File: src/rtl/mod_counter_cascade.sv
// Multi-digit modulo counter with up/down count, checked parallel load and enp/ent cascade.
// Optional build macro COUNTER_SAT_EN: counting holds at the terminal state instead of wrapping.
module mod_counter_cascade #(
    parameter int DIGITS  = 2,
    parameter int MODULUS = 10,
    parameter int DW      = 4
) (
    input  logic                 clk,
    input  logic                 clr,
    input  logic                 ldn,
    input  logic                 enp,
    input  logic                 ent,
    input  logic                 up,
    input  logic [DIGITS*DW-1:0] data_in,
    output logic [DIGITS*DW-1:0] q_out,
    output logic                 rco,
    output logic                 load_err
);

    localparam int              QW        = DIGITS * DW;
    localparam logic [DW-1:0]   DIGIT_MAX = DW'(MODULUS - 1);
    localparam logic [DW:0]     DIGIT_MOD = (DW + 1)'(MODULUS);
    localparam logic [DW-1:0]   DIGIT_ONE = DW'(1);

    logic [QW-1:0] q_r;
    logic          load_err_r;
    logic [QW-1:0] next_q_s;
    logic [QW-1:0] count_q_s;
    logic [QW-1:0] load_q_s;
    logic          load_bad_s;
    logic [QW-1:0] ts_s;
    logic          at_ts_s;

    // Widened compare so MODULUS == 2**DW does not overflow the digit width.
    function automatic logic digit_ok(input logic [DW-1:0] d);
        return ({1'b0, d} < DIGIT_MOD);
    endfunction

    // Ripple carry/borrow through all digits within one cycle.
    always_comb begin : count_chain
        logic          c;
        logic [DW-1:0] d;
        next_q_s = q_r;
        c        = 1'b1;
        d        = '0;
        for (int i = 0; i < DIGITS; i++) begin
            d = q_r[i*DW +: DW];
            if (c) begin
                if (up) begin
                    if (d == DIGIT_MAX) begin
                        next_q_s[i*DW +: DW] = '0;
                        c = 1'b1;
                    end else begin
                        next_q_s[i*DW +: DW] = d + DIGIT_ONE;
                        c = 1'b0;
                    end
                end else begin
                    if (d == '0) begin
                        next_q_s[i*DW +: DW] = DIGIT_MAX;
                        c = 1'b1;
                    end else begin
                        next_q_s[i*DW +: DW] = d - DIGIT_ONE;
                        c = 1'b0;
                    end
                end
            end else begin
                next_q_s[i*DW +: DW] = d;
            end
        end
    end

    // Per-digit range check of the load value; bad digits load as zero.
    always_comb begin
        load_q_s   = '0;
        load_bad_s = 1'b0;
        for (int i = 0; i < DIGITS; i++) begin
            if (digit_ok(data_in[i*DW +: DW])) begin
                load_q_s[i*DW +: DW] = data_in[i*DW +: DW];
            end else begin
                load_q_s[i*DW +: DW] = '0;
                load_bad_s = 1'b1;
            end
        end
    end

    // Terminal state depends on direction; rco follows up and ent without a clock.
    always_comb begin
        ts_s = '0;
        for (int i = 0; i < DIGITS; i++) begin
            if (up) begin
                ts_s[i*DW +: DW] = DIGIT_MAX;
            end else begin
                ts_s[i*DW +: DW] = '0;
            end
        end
        at_ts_s = (q_r == ts_s);
    end

    // Select wrap or saturate behaviour at the terminal state.
    always_comb begin
`ifdef COUNTER_SAT_EN
        if (at_ts_s) begin
            count_q_s = q_r;
        end else begin
            count_q_s = next_q_s;
        end
`else
        count_q_s = next_q_s;
`endif
    end

    // State register: clear beats load beats count beats hold.
    always_ff @(posedge clk) begin
        if (clr) begin
            q_r        <= '0;
            load_err_r <= 1'b0;
        end else if (!ldn) begin
            q_r        <= load_q_s;
            load_err_r <= load_bad_s;
        end else if (enp && ent) begin
            q_r        <= count_q_s;
            load_err_r <= load_err_r;
        end else begin
            q_r        <= q_r;
            load_err_r <= load_err_r;
        end
    end

    assign q_out    = q_r;
    assign load_err = load_err_r;
    assign rco      = ent & at_ts_s;

endmodule
File: config.mk
export PLATFORM = sky130hd
export DESIGN_NAME = mod_counter_cascade
export DESIGN_NICKNAME = d
export VERILOG_FILES = /design/src/rtl/mod_counter_cascade.sv
export SDC_FILE = /design/constraint.sdc
export NUM_CORES = 1
export LEC_CHECK = 0
export CORE_UTILIZATION = 45
export DETAILED_ROUTE_END_ITERATION = 7
export DONT_BUFFER_PORTS = 1
export GPL_ROUTABILITY_DRIVEN = 0
export GPL_TIMING_DRIVEN = 0
export PLACE_DENSITY = 0.71
export SETUP_SLACK_MARGIN = 0.3
export SLEW_MARGIN = 25
export SYNTH_ARGS = -nofsm -noshare
export SYNTH_HDL_FRONTEND = slang
export SYNTH_SLANG_ARGS = --single-unit
File: constraint.sdc
create_clock -name clk -period 1.6 [get_ports clk]
set_input_delay 0.48 -clock clk [delete_from_list [all_inputs] [get_ports clk]]
set_output_delay 0.48 -clock clk [all_outputs]
set_load 0.05 [all_outputs]
==> results.ini, run 1 <==
[synthesis]
ys_warn_count=0
syn_inst=102
yosys.area.top_type=dfxtp_1
synth-async-reset-ratio=0
ys_types=44
yosysSeqAreaShare=0.2261
synthesis.area_um2=797.0
synth-edff-count=0
ys_ff_latch=9
synth_top_area_share=0.2261
synth_top_flop_cell=dfxtp_1
syn-num-nets=116
synth_area_per_cell_um2=7.814
synth_area_leaders=dfxtp_1, a21oi_1, o21ai_0

[timing]
period_minus_slack_ns=1.931
setup_viol=6
slew_violations=0
fin_ws_ns=-0.3309
tns_ns=-0.8352
max_freq_ghz=0.5179
hold_viol=0
post-route-period-util=1.207
fin_skew_ns=0.01071
hold_ws_ns=0.3407
rsz0062_at_grt=true
slew-limit-headroom=0.7217
worst_pin_slew_ns=0.4137

[setup_path]
rr_endpoint=q_out[6]
critPathLaunchType=flip-flop
crit_path_end_kind=output port
r2r_cells=7
reg2reg_from=q_out[0]
reg2reg_slack_ns=-0.26
critPathKind=reg2out
path_max_fanout=3
worstPathArrival_ns=1.45
worst_ep_required_time_ns=1.12

[cells_and_area]
post-route-util=0.6944
drive_gt1_frac=0.4649
layout_common_cells=buf_6, a21oi_1, dfxtp_4
nets=129
multiInputGateArea_um2=633.1
regArea_um2=211.5
fillers=124
area_growth_pct=37.36
n_antenna_cell=0

[hold_path]
hold_path_depth=2
hp-class=in2reg
min_from=data_in[4]
hold_end=q_out[4]

[floorplanning]
rows=14
die_x_um=44.09
ios=24
initial_core_util=0.5056
die_area_um2=1943
core_area_um2=1577
die_y_um=44.09

[power_and_ir_drop]
p_per_area_nw_per_um2=642.4
ir_drop_mv=0.4790
p_leak_nw=0.3936

[route]
drtIter0Drc=15
antenna_left=0
viasPerCell=6.200
vias=806
post-route-drc-count=1
wl_per_cell_um=17.01
dr.pass1.iters=6
detail_route.wirelength_um=2211

[placed_design]
dpl.hpwl_um=1367
port_buffers=0
pre_cts_ws_ns=-0.1456

[clocking]
insertion_delay_ns=0.26
htreeDepth=1
cts_hold_buf=0
cts_root_buf=clkbuf_4
cts_tree=yes
clk_path_buf_depth=2
clock_sinks=9
clk_pin_slew_ns=0.07
cts_buffers=3

[grt]
antenna_found_initial=0
grt-ovfl-total=0
grt_pass1_vias=775
grt_pass1_wl_um=3394
grt_max_degree=11
grt_use_total=0.2343

[status]
status=complete, but fails checks
violations=DRC, setup timing

[job]
cap_violations=0

-- stage by stage --
step | total power, mW | area, um2 | std cells
final | 0.7033 | 1095 | 130
after global routing | 0.7435 | 1095 | 130
after CTS | 0.6687 | 987.2 | 125
after detailed placement | 0.4688 | 885.9 | 118
after global placement | 0.4640 | 885.9 | 118
after floorplan | 0.4417 | 865.8 | 102
-- metal layers --
layer	vias up	part of all wire	track usage
met3	2	0.062	0.04898
met4	0	0.0059	0.07879
met2	32	0.49	0.3412
met1	370	0.44	0.3435
met5	-	0	0
li1	402	-	-
-- synthesized netlist by cell type, types with 3 or more instances --
cell type and count:
buf_6 3, a21oi_1 13, a211oi_1 3, and3_1 3, nor3_1 3, nand2_1 5, dfxtp_1 9, or3_1 3
inv_1 6, xnor2_1 3, nor2_1 4, o21ai_0 9
-- logic make-up after synthesis --
family                    after synthesis  synth area share
muxes                                   1           0.01256
buffers and inverters                  16            0.1224
AOI/OAI and AO/OA                      36            0.2967
and+or+nand+nor                        36            0.2983
xor gates and xnor gates                4           0.04396
DFF                                     9            0.2261
-- sequential cells by signal, indices dropped and copies added (netlist names) --
name,flops
q_out,8
load_err,1
-- worst max-delay path by stage --
stage | end | depth (start not counted) | start
after floorplan | rco | 4 | q_out[0]
final | rco | 4 | q_out[0]
after global routing | rco | 4 | q_out[0]
after global placement | rco | 4 | q_out[0]
after CTS | rco | 4 | q_out[0]
after detailed placement | rco | 4 | q_out[0]
-- timing repair --
action	4_1_cts	5_1_grt
setup endpoints to repair	11	8
pin swaps	4	8
resized for setup	18	15
setup buffers	3	5
-- power breakdown --
group	internal [mW]	switching, mW
clock network	0.0961	0.0856
registers	0.234	0.0660
logic	0.108	0.114
total	0.437	0.266
-- area by class of cell --
cell class                 instances  area share
multi-input combinational         77      0.5783
clock buffer                       4     0.02400
inverter                           6     0.02057
timing repair buffer               8     0.07200
sequential                         9      0.1931
tap                               16     0.01829
buffer                            10     0.09371
-- critical path, stage by stage (launching register included) --
cell and delay [ns]:
dfxtp_4 0.45, buf_8 0.13, and2_4 0.13, nand4_1 0.12, a21oi_4 0.37
(Power assumes the default switching activity.)
==> inputs of run 2 (changes only) <==
--- a/config.mk
+++ b/config.mk
@@ -5,12 +5,12 @@
 export SDC_FILE = /design/constraint.sdc
 export NUM_CORES = 1
 export LEC_CHECK = 0
-export CORE_UTILIZATION = 45
+export CORE_UTILIZATION = 36
 export DETAILED_ROUTE_END_ITERATION = 7
 export DONT_BUFFER_PORTS = 1
 export GPL_ROUTABILITY_DRIVEN = 0
 export GPL_TIMING_DRIVEN = 0
-export PLACE_DENSITY = 0.71
+export PLACE_DENSITY = 0.63
 export SETUP_SLACK_MARGIN = 0.3
 export SLEW_MARGIN = 25
 export SYNTH_ARGS = -nofsm -noshare
==> constraint.sdc (replaced) <==
create_clock -name clk -period 1.7 [get_ports clk]
set_input_delay 0.51 -clock clk [delete_from_list [all_inputs] [get_ports clk]]
set_output_delay 0.51 -clock clk [all_outputs]
set_load 0.05 [all_outputs]
==> results.ini, run 2 (same netlist as run 1, synthesis figures left out) <==
[floorplanning]
die_y_um=49.05  ; was 44.09 um
core_area_um2=2022  ; was 1577 um2
initial_core_util=0.3942  ; was 0.5056
rows=16  ; was 14
die_x_um=49.05  ; was 44.09 um
ios=24  ; unchanged
die_area_um2=2406  ; was 1943 um2

[cells_and_area]
largest_register_ff_count=8  ; unchanged
nets=128  ; was 129
layout_common_cells=a21oi_1, buf_6, dfxtp_4  ; was buf_6, a21oi_1, dfxtp_4
drive_gt1_frac=0.4248  ; was 0.4649
final_cells=140  ; was 130
final_cell_area_um2=1055  ; was 1095 um2
layout_commonest_cell=a21oi_1
multiInputGateArea_um2=591.8  ; was 633.1 um2
fillers=196  ; was 124
n_antenna_cell=0  ; unchanged
regArea_um2=209.0  ; was 211.5 um2
area_growth_pct=32.34  ; was 37.36%

[job]
cap_violations=0  ; unchanged

[route]
viasPerCell=5.714  ; was 6.200
vias=800  ; was 806
drtIter0Drc=10  ; was 15
antenna_left=0  ; unchanged
post-route-drc-count=0  ; was 1
wl_per_cell_um=14.20  ; was 17.01 um
dr.pass1.iters=4  ; was 6
detail_route.wirelength_um=1988  ; was 2211 um

[setup_path]
crit_buf_inv=1  ; unchanged
cp_slowest_stage_delay_ns=0.45  ; about the same
critPathKind=reg2out  ; unchanged
path_cells=buf_8 -> and2_4 -> nand4_1 -> a21oi_4  ; unchanged
crit_slowest_cell=dfxtp_4  ; unchanged
crit_path_end_kind=output port  ; unchanged
worstPathArrival_ns=1.49  ; was 1.45 ns
rr_endpoint=q_out[6]  ; unchanged
worst_ep_required_time_ns=1.19  ; was 1.12 ns
path_max_fanout=4  ; was 3
reg2reg_slack_ns=-0.01  ; was -0.26 ns
crit_family=flip-flops  ; unchanged
critPathLaunchType=flip-flop  ; unchanged
reg2reg_from=q_out[0]  ; unchanged
r2r_cells=7  ; unchanged

[timing]
fin_skew_ns=0.0006536  ; was 0.01071 ns
period_minus_slack_ns=2.003
slew_violations=0  ; unchanged
fin_ws_ns=-0.3026  ; was -0.3309 ns
slew-limit-headroom=0.7404  ; was 0.7217
post-route-period-util=1.178
rsz0062_at_grt=true  ; unchanged
setup_viol=2  ; was 6
worst_pin_slew_ns=0.3894  ; was 0.4137 ns
max_freq_ghz=0.4994
hold_viol=0  ; unchanged

[power_and_ir_drop]
p_leak_nw=0.3796  ; was 0.3936 nW
p_per_area_nw_per_um2=618.0  ; was 642.4 nW/um2
ir_drop_mv=0.4211  ; was 0.4790 mV

[placed_design]
port_buffers=0  ; unchanged
postPlaceCellArea_um2=895.9  ; was 885.9 um2
dp.cells=129  ; was 118
dpl.hpwl_um=1377  ; was 1367 um

[clocking]
clk_path_buf_depth=2  ; unchanged
cts_root_buf=clkbuf_4  ; unchanged
htreeDepth=1  ; unchanged
cts_tree=yes  ; unchanged
clock_sinks=9  ; unchanged
insertion_delay_ns=0.27  ; was 0.26 ns
cts_buffers=3  ; unchanged
cts_hold_buf=0  ; unchanged
clk_pin_slew_ns=0.06  ; was 0.07 ns

[hold_path]
hold_path_depth=2  ; unchanged
hold_end=q_out[4]  ; unchanged
min_from=data_in[4]  ; unchanged
hp-class=in2reg  ; unchanged

[grt]
grt_max_degree=11  ; unchanged
grt-ovfl-total=0  ; unchanged
grt_use_total=0.1812  ; was 0.2343
antenna_found_initial=0  ; unchanged
grt_pass1_vias=739  ; was 775
grt_pass1_wl_um=3312  ; was 3394 um

[status]
status=complete, but fails checks  ; unchanged
violations=setup timing  ; was DRC, setup timing

run 2: cell count changes in the layout (fill, tap and decap cells not counted), sizes merged:
cell  change
buf       -1
run 2: worst register-to-register path: cells and delay by family, from the launching register on:
kind                   cells  cell delay, ns
AO/OA/AOI/OAI              2            0.33
AND/OR/NAND/NOR            2            0.53
flip-flops                 1            0.45
buffers and inverters      3            0.31
run 2: how the worst max path moves through the flow:
stage | from | end | slack (ns) | cells past startpoint
detailed placement | up | rco | -0.08 | 4
global route | q_out[0] | rco | -0.36 | 4
finish | q_out[0] | rco | -0.30 | 4
floorplan | up | rco | -0.04 | 4
CTS | q_out[0] | rco | -0.30 | 4
global placement | up | rco | -0.09 | 4
run 2: area by class of cell:
cell class | instances | share of cell area
buffer | 10 | 0.09846
clock buffer | 4 | 0.02491
inverter | 6 | 0.02135
multi-input combinational | 77 | 0.5611
sequential | 9 | 0.1981
tap | 27 | 0.03203
timing repair buffer | 7 | 0.06406
run 2: what timing repair did:
| item | 4_1_cts | 5_1_grt |
|---|---|---|
| setup endpoints to repair | 7 | 9 |
| setup buffers | 7 | 0 |
| gates resized for setup | 20 | 6 |
| pin swaps | 16 | 4 |
run 2: through the flow:
stage	TNS, ns	power (mW)	hold WS (ns)	utilization	setup slack [ns]
global placement	-0.08741	0.4378	0.6439	0.4431	-0.08741
finish	-0.3146	0.6518	0.3574	0.5217	-0.3026
CTS	-0.3288	0.6550	0.3517	0.5149	-0.2958
floorplan	-0.04114	0.4155	0.6309	-	-0.04114
global route	-0.4324	0.6929	0.3485	0.5217	-0.3595
detailed placement	-0.08445	0.4398	0.6413	0.4431	-0.08445
run 2: power breakdown:
group          internal (mW)  switching (mW)
sequential             0.221          0.0611
clock                 0.0911          0.0864
combinational         0.0962          0.0965
run 2: routing by layer:
metal / GRT usage / up-vias / wire length (um)
li1: - / 398 / -
met1: 0.1985 / 385 / 835
met2: 0.3171 / 14 / 1020
met3: 0.08100 / 3 / 117
met4: 0.04412 / 0 / 14
met5: 0 / - / 0
